`src/rtl/unlock_sequencer_if.sv`:
```
// Byte-receiver and key-comparator handshake bundle for unlock_sequencer.
// master = sequencer side, slave = UART receiver / comparator side.
`timescale 1ns/1ps

interface unlock_sequencer_if #(
    parameter int KEY_BYTES = 8
);
    logic                   rx_valid;
    logic [7:0]             rx_byte;
    logic                   rx_drop;
    logic [8*KEY_BYTES-1:0] key_word;
    logic                   cmp_start;
    logic                   cmp_done;
    logic                   cmp_match;

    modport master (
        input  rx_valid, rx_byte, cmp_done, cmp_match,
        output rx_drop, key_word, cmp_start
    );

    modport slave (
        output rx_valid, rx_byte, cmp_done, cmp_match,
        input  rx_drop, key_word, cmp_start
    );
endinterface

```
`src/rtl/unlock_sequencer.sv`:
```
// Frames UART bytes into key attempts, launches comparisons, counts failures and drives the LEDs.
// Define UNLOCK_SEQUENCER_LOCKOUT_EN to build the timed lockout after MAX_FAILS consecutive failures.
`timescale 1ns/1ps

module unlock_sequencer #(
    parameter int KEY_BYTES      = 8,
    parameter int MAX_FAILS      = 3,
    parameter int LOCKOUT_CYCLES = 10000000,
    parameter int GAP_CYCLES     = 8700
) (
    input  logic                clk_10,
    input  logic                rst,
    unlock_sequencer_if.master  bus,
    output logic                led_green,
    output logic                led_red,
    output logic                locked,
    output logic [3:0]          fail_count
);

    localparam int KW = 8 * KEY_BYTES;
    localparam int BW = $clog2(KEY_BYTES + 1);
    localparam int GW = (GAP_CYCLES > 1) ? $clog2(GAP_CYCLES) : 1;
    localparam logic [BW-1:0] LAST_BYTE  = BW'(KEY_BYTES - 1);
    localparam logic [GW-1:0] GAP_RELOAD = GW'(GAP_CYCLES - 1);

    typedef enum logic [2:0] {
        IDLE,
        COLLECT,
        COMPARE,
        OPEN,
        LOCKOUT
    } state_t;

    state_t          state;
    logic [KW-1:0]   key_q;
    logic [BW-1:0]   byte_cnt;
    logic [GW-1:0]   gap_cnt;
    logic            cmp_start_q;
    logic            rx_drop_q;
    logic [3:0]      fail_inc;
    logic [KW-1:0]   key_shifted;
    logic            result_ok;

`ifdef UNLOCK_SEQUENCER_LOCKOUT_EN
    localparam int LW = (LOCKOUT_CYCLES > 1) ? $clog2(LOCKOUT_CYCLES) : 1;
    localparam logic [LW-1:0] LOCK_RELOAD = LW'(LOCKOUT_CYCLES - 1);
    logic [LW-1:0]   lock_cnt;
`else
    assign locked = 1'b0;
`endif

    assign fail_inc    = (fail_count == 4'd15) ? 4'd15 : fail_count + 4'd1;
    assign key_shifted = {key_q[KW-9:0], bus.rx_byte};
    // A result arriving while cmp_start is still high belongs to no attempt.
    assign result_ok   = bus.cmp_done && !cmp_start_q;

    assign bus.key_word  = key_q;
    assign bus.cmp_start = cmp_start_q;
    assign bus.rx_drop   = rx_drop_q;

    // NOTE: every register here is plain state (key_word included), so all are cleared
    // on reset; non-blocking assignments keep each edge reading pre-edge values.
    always_ff @(posedge clk_10) begin
        if (rst) begin
            state       <= IDLE;
            key_q       <= '0;
            byte_cnt    <= '0;
            gap_cnt     <= '0;
            cmp_start_q <= 1'b0;
            rx_drop_q   <= 1'b0;
            led_green   <= 1'b1;
            led_red     <= 1'b0;
            fail_count  <= 4'd0;
`ifdef UNLOCK_SEQUENCER_LOCKOUT_EN
            locked      <= 1'b0;
            lock_cnt    <= '0;
`endif
        end else begin
            cmp_start_q <= 1'b0;
            rx_drop_q   <= 1'b0;
            case (state)
                IDLE: begin
                    if (bus.rx_valid) begin
                        key_q    <= key_shifted;
                        byte_cnt <= BW'(1);
                        gap_cnt  <= GAP_RELOAD;
                        state    <= COLLECT;
                    end
                end
                COLLECT: begin
                    if (bus.rx_valid) begin
                        key_q   <= key_shifted;
                        gap_cnt <= GAP_RELOAD;
                        if (byte_cnt == LAST_BYTE) begin
                            byte_cnt    <= '0;
                            cmp_start_q <= 1'b1;
                            state       <= COMPARE;
                        end else begin
                            byte_cnt <= byte_cnt + BW'(1);
                        end
                    end else if (gap_cnt == '0) begin
                        // Partial attempt abandoned; it is not a failure.
                        byte_cnt <= '0;
                        state    <= IDLE;
                    end else begin
                        gap_cnt <= gap_cnt - GW'(1);
                    end
                end
                COMPARE: begin
                    rx_drop_q <= bus.rx_valid;
                    if (result_ok) begin
                        if (bus.cmp_match) begin
                            fail_count <= 4'd0;
                            led_red    <= 1'b1;
                            led_green  <= 1'b0;
                            state      <= OPEN;
                        end else begin
                            fail_count <= fail_inc;
`ifdef UNLOCK_SEQUENCER_LOCKOUT_EN
                            if (fail_inc == 4'(MAX_FAILS)) begin
                                lock_cnt <= LOCK_RELOAD;
                                locked   <= 1'b1;
                                state    <= LOCKOUT;
                            end else begin
                                state <= IDLE;
                            end
`else
                            state <= IDLE;
`endif
                        end
                    end
                end
                OPEN: begin
                    if (bus.rx_valid) begin
                        led_red   <= 1'b0;
                        led_green <= 1'b1;
                        key_q     <= key_shifted;
                        byte_cnt  <= BW'(1);
                        gap_cnt   <= GAP_RELOAD;
                        state     <= COLLECT;
                    end
                end
`ifdef UNLOCK_SEQUENCER_LOCKOUT_EN
                LOCKOUT: begin
                    rx_drop_q <= bus.rx_valid;
                    if (lock_cnt == '0) begin
                        locked     <= 1'b0;
                        fail_count <= 4'd0;
                        state      <= IDLE;
                    end else begin
                        lock_cnt <= lock_cnt - LW'(1);
                    end
                end
`endif
                default: state <= IDLE;
            endcase
        end
    end

endmodule

```
`src/flat_wrapper.sv`:
```
// flat-port wrapper written by rule: the top's interface ports become plain ports
module unlock_sequencer_flat 
#(
    parameter int KEY_BYTES      = 8,
    parameter int MAX_FAILS      = 3,
    parameter int LOCKOUT_CYCLES = 10000000,
    parameter int GAP_CYCLES     = 8700
)
  (clk_10, rst, led_green, led_red, locked, fail_count, bus_rx_valid, bus_rx_byte, bus_cmp_done, bus_cmp_match, bus_rx_drop, bus_key_word, bus_cmp_start);
  unlock_sequencer_if #(.KEY_BYTES(KEY_BYTES)) bus_i ();
  input  logic clk_10;
  input  logic rst;
  output logic led_green;
  output logic led_red;
  output logic locked;
  output logic [3:0] fail_count;
  input wire logic [$bits(bus_i.rx_valid)-1:0] bus_rx_valid;
  input wire logic [$bits(bus_i.rx_byte)-1:0] bus_rx_byte;
  input wire logic [$bits(bus_i.cmp_done)-1:0] bus_cmp_done;
  input wire logic [$bits(bus_i.cmp_match)-1:0] bus_cmp_match;
  output wire logic [$bits(bus_i.rx_drop)-1:0] bus_rx_drop;
  output wire logic [$bits(bus_i.key_word)-1:0] bus_key_word;
  output wire logic [$bits(bus_i.cmp_start)-1:0] bus_cmp_start;
  assign bus_i.rx_valid = bus_rx_valid;
  assign bus_i.rx_byte = bus_rx_byte;
  assign bus_i.cmp_done = bus_cmp_done;
  assign bus_i.cmp_match = bus_cmp_match;
  assign bus_rx_drop = bus_i.rx_drop;
  assign bus_key_word = bus_i.key_word;
  assign bus_cmp_start = bus_i.cmp_start;
  unlock_sequencer #(.KEY_BYTES(KEY_BYTES), .MAX_FAILS(MAX_FAILS), .LOCKOUT_CYCLES(LOCKOUT_CYCLES), .GAP_CYCLES(GAP_CYCLES)) u_core (.clk_10(clk_10), .rst(rst), .bus(bus_i), .led_green(led_green), .led_red(led_red), .locked(locked), .fail_count(fail_count));
endmodule
```
`config.mk`:
```
export PLATFORM = sky130hd
export DESIGN_NAME = unlock_sequencer_flat
export DESIGN_NICKNAME = d
export VERILOG_FILES = /design/src/rtl/unlock_sequencer_if.sv /design/src/rtl/unlock_sequencer.sv /design/src/flat_wrapper.sv
export SDC_FILE = /design/constraint.sdc
export NUM_CORES = 1
export LEC_CHECK = 0
export ABC_AREA = 1
export ABC_CLOCK_PERIOD_IN_PS = 3750
export CAP_MARGIN = 20
export CORE_MARGIN = 4
export CORE_UTILIZATION = 46
export DETAILED_ROUTE_END_ITERATION = 8
export HOLD_SLACK_MARGIN = 0.06
export PLACE_DENSITY_LB_ADDON = 0.3
export RECOVER_POWER = 25
export SLEW_MARGIN = 10
export SYNTH_ARGS = -nofsm -noshare
export SYNTH_HDL_FRONTEND = slang
export SYNTH_SLANG_ARGS = --single-unit
```
`constraint.sdc`:
```
create_clock -name clk_10 -period 3.75 [get_ports clk_10]
set_input_delay 0.75 -clock clk_10 [delete_from_list [all_inputs] [get_ports clk_10]]
set_output_delay 0.75 -clock clk_10 [all_outputs]
set_load 0.005 [all_outputs]
```
==> results by group <==
Final layout
  • Number of filler cells placed in the layout: between 700 and 800
  • Number of nets in the final layout: around 630
  • Diodes inserted: 0
  • Final instance area: between 4000 and 5000 um2
  • Share of cells above drive strength 1: between 7 and 8%
  • Post-synthesis to final-layout area growth: 28.0%

Placement
  • DP HPWL: roughly 6400 um
  • IO Port Bufs: 84
  • Weighted congestion at the end of routability-driven global placement: 0.822
  • Placed Instance Area: a little under 5000 um2

Clock network
  • Hold-fix buffer count after cts: 0
  • Setup fix buffers added after clock tree synthesis: 0
  • CTS tree: done
  • H-tree lvl count: 3
  • CTS-repair resized insts: 0
  • Num CTS Buffers: 9
  • Root Driver: sky130_fd_sc_hd__clkbuf_8
  • Insertion delay to the later sink of the worst-skew pair: approximately 0.35 ns
  • Deepest clock path buffer count: 2
  • Post-CTS clock slew at the launch and capture registers of the worst setup and hold paths: roughly 0.09 ns
  • Clock net sink count: 92

Yosys
  • Dominant cell by count in the synthesized netlist: sky130_fd_sc_hd__nor2_1
  • Number of enable-type register cells in the synthesized netlist: 0
  • Share of synthesized flip-flops with an asynchronous set or reset: 0%
  • Area leader, netlist: sky130_fd_sc_hd__dfxtp_1
  • Avg Inst Size Synth: slightly above 7 um2
  • Mapped cell area: between 3000 and 4000 um2
  • Distinct cell type count of the synthesized netlist: 31
  • Sequential fraction of the synthesis area: between 40% and 50%
  • Top cell type's share of synthesized area: between 40% and 50%
  • Primary FF master, synth: sky130_fd_sc_hd__dfxtp_1
  • Cell count after synthesis: about 540
  • Synthesis-stage register bit count: 92
  • Synthesis warning total: 0
  • Syn Nets: ~560
  • Ranking of synthesized cells by instance count: sky130_fd_sc_hd__nor2_1 (150), sky130_fd_sc_hd__dfxtp_1 (92), sky130_fd_sc_hd__o21ai_0 (76)
  • Synth top area cells: sky130_fd_sc_hd__dfxtp_1 (47%), sky130_fd_sc_hd__nor2_1 (14%), sky130_fd_sc_hd__o21ai_0 (9.7%)

Timing
  • Max_slew headroom: between 60 and 70%
  • Hold slack: about 0.47 ns
  • Post-Route Setup TNS: 0 ns
  • Final number of hold-violating endpoints: 0
  • Final critical-path share of the clock period: 69.9%
  • Tmin final: roughly 2.6 ns
  • Transition time at the pin with the least slew margin: ~0.56 ns
  • RSZ-0062 raised after global routing: false
  • Upper clock frequency limit: between 300 and 400 MHz
  • Total setup violations reported at the end of the flow: 0
  • Total count of max-transition violations in the final report: 0
  • Clk_skew: around 0.0079 ns

Routing
  • Number of remaining DRC errors: 0
  • Antenna-violating nets left: 0
  • Total vias in the final route: around 3600
  • Detailed-route wire length per cell: between 10 and 15 um
  • Final routed wirelength across all metal layers: approximately 9100 um
  • Initial DRC Count: 263
  • Average via count per standard cell: 4.96
  • Detailed Routing Iterations Pass 1: 4

Floorplan
  • Num ports: 86
  • Total core area: 8220 um2
  • Number of placement rows: 33
  • Initial core utilization: ~47%
  • Area of the die: between 10000 and 15000 um2
  • Die X-Extent: 100 um
  • Floorplan die height: roughly 100 um

Critical path
  • Crit Reg-Reg Startpoint: u_core.state[0]
  • Worst stage delay on the critical path: between 0.5 and 0.6 ns
  • Category of the worst setup path launch point: input pin
  • Setup CP Type: input pin to flip-flop
  • Library cell contributing the largest single delay on the critical path: sky130_fd_sc_hd__dlygate4sd3_1
  • Sum of buffers and inverters on the critical path: 4
  • WP depth: 9
  • Logic depth of the worst register-to-register path: 9
  • Crit-path leading delay family: buffers and inverters
  • Reg2reg end: u_core.gap_cnt[6]
  • CP Launch Point: bus_rx_valid
  • Crit path to: u_core.gap_cnt[6]
  • Required arrival time at the worst endpoint: 3.98 ns
  • List of cells traversed by the critical path: dlygate4sd3_1, inv_1, nand2_1, inv_1, nand3_4, nand2_1, inv_2, o21ai_0, a21oi_1
  • Kind of end point of the critical path: flip-flop
  • Minimum setup slack among reg-to-reg paths: ~1.5 ns
  • Arrival time of the worst setup path: 2.85 ns
  • Maximum fanout along the worst path: 14

Run status
  • Run status: completed

Hold path
  • Worst hold start: u_core.led_red
  • Min-delay worst type: flip-flop to flip-flop

Power
  • Power density over the cells: 680 nW/um2
  • Highest ir drop seen on vdd: just over 300 uV
  • Static leakage: between 2 and 2.5 nW

GRT
  • Total gr overflow: 0
  • Number of antenna violations at the first check in global routing: 0
  • Largest net degree at the start of global routing: 66
  • Number of global-route vias before repair: roughly 3500
  • Overall track demand over capacity in global routing: 19.1%
  • First-pass GRT wire length: between 15000 and 20000 um

Run
  • Max-cap violations: 0
worst min path at each step:
stage | depth (start not counted) | slack, ns | to
after global placement | 1 | 0.45 | u_core.led_red
after CTS | 1 | 0.49 | u_core.led_red
final | 1 | 0.47 | u_core.led_red
after detailed placement | 1 | 0.46 | u_core.led_red
after global routing | 1 | 0.50 | u_core.led_red
after floorplan | 2 | 0.45 | u_core.byte_cnt[2]
per-layer routing:
metal  wire [um]  share of wire (%)  vias up  global-route usage [%]
met5           0                  0        -                       0
met4          45               0.49        0                    4.35
met3         637                7.0        4                    6.81
met2        4340                 48       86                    30.4
met1        4100                 45     1633                    24.9
li1            -                  -     1861                       -
kinds of logic after synthesis:
family / count (synthesis) / share of synthesized area, %
buffers and inverters: 62 / 6.64
DFF: 92 / 47.2
adders and majority gates: 7 / 2.24
and+or+nand+nor: 274 / 30.7
other: 1 / 0.0961
AOI/OAI and AO/OA: 101 / 13.1
cells in the final DEF (no fill, tap or decap):
cell type                           n
sky130_fd_sc_hd__a21oi_1           20
sky130_fd_sc_hd__and2_1             2
sky130_fd_sc_hd__buf_4              6
sky130_fd_sc_hd__bufinv_16          1
sky130_fd_sc_hd__clkbuf_1           1
sky130_fd_sc_hd__clkbuf_8           9
sky130_fd_sc_hd__clkdlybuf4s50_1   56
sky130_fd_sc_hd__clkinv_4           1
sky130_fd_sc_hd__clkinvlp_4         3
sky130_fd_sc_hd__conb_1             1
sky130_fd_sc_hd__dfxtp_1           92
sky130_fd_sc_hd__dlygate4sd3_1     28
sky130_fd_sc_hd__ha_1               7
sky130_fd_sc_hd__inv_1             33
sky130_fd_sc_hd__inv_2              3
sky130_fd_sc_hd__inv_8              1
sky130_fd_sc_hd__nand2_1           75
sky130_fd_sc_hd__nand2_4            2
sky130_fd_sc_hd__nand3_1           16
sky130_fd_sc_hd__nand3_2            4
sky130_fd_sc_hd__nand3_4            1
sky130_fd_sc_hd__nand4_1            5
sky130_fd_sc_hd__nor2_1           149
sky130_fd_sc_hd__nor2_2             7
sky130_fd_sc_hd__nor2_4             3
sky130_fd_sc_hd__nor2_8             1
sky130_fd_sc_hd__nor3_1             6
sky130_fd_sc_hd__nor3_2             1
sky130_fd_sc_hd__o211ai_1           1
sky130_fd_sc_hd__o21a_1             1
sky130_fd_sc_hd__o21ai_0           76
sky130_fd_sc_hd__o21ai_1            2
sky130_fd_sc_hd__o31ai_1            1
sky130_fd_sc_hd__or2_2              2
report_power, final:
part	internal (mW)	switching [mW]	total (mW)
registers	1.19	0.186	1.38
logic	0.559	0.791	1.35
clock network	0.314	0.352	0.666
final cells by class:
cell class	instances	area (um2)	share of cell area, %
sequential	92	1840	36.9
multi-input combinational	383	1800	36.0
timing repair buffer	90	886	17.7
inverter	36	135	2.71
tap	105	131	2.63
clock buffer	10	128	2.56
clock inverter	6	72.6	1.45
sequential cells by signal, indices dropped and copies added (netlist names):
name                  flops
u_core.led_red            1
u_core.byte_cnt           4
u_core.bus.cmp_start      1
u_core.bus.key_word      64
u_core.gap_cnt           14
u_core.bus.rx_drop        1
u_core.fail_count         4
u_core.led_green          1
u_core.state              2
stage by stage:
| step | total power [mW] | setup slack (ns) | cells | util (%) |
|---|---|---|---|---|
| final | 3.40 | 1.13 | 722 | 60.8 |
| after global routing | 3.69 | 0.956 | 722 | 60.8 |
| after CTS | 3.46 | 1.59 | 722 | 60.9 |
| after detailed placement | 2.78 | 1.23 | 706 | 58.5 |
| after global placement | 2.75 | 1.26 | 706 | 58.5 |
| after floorplan | 2.30 | 2.10 | 537 | - |
(Power assumes the default switching activity.)
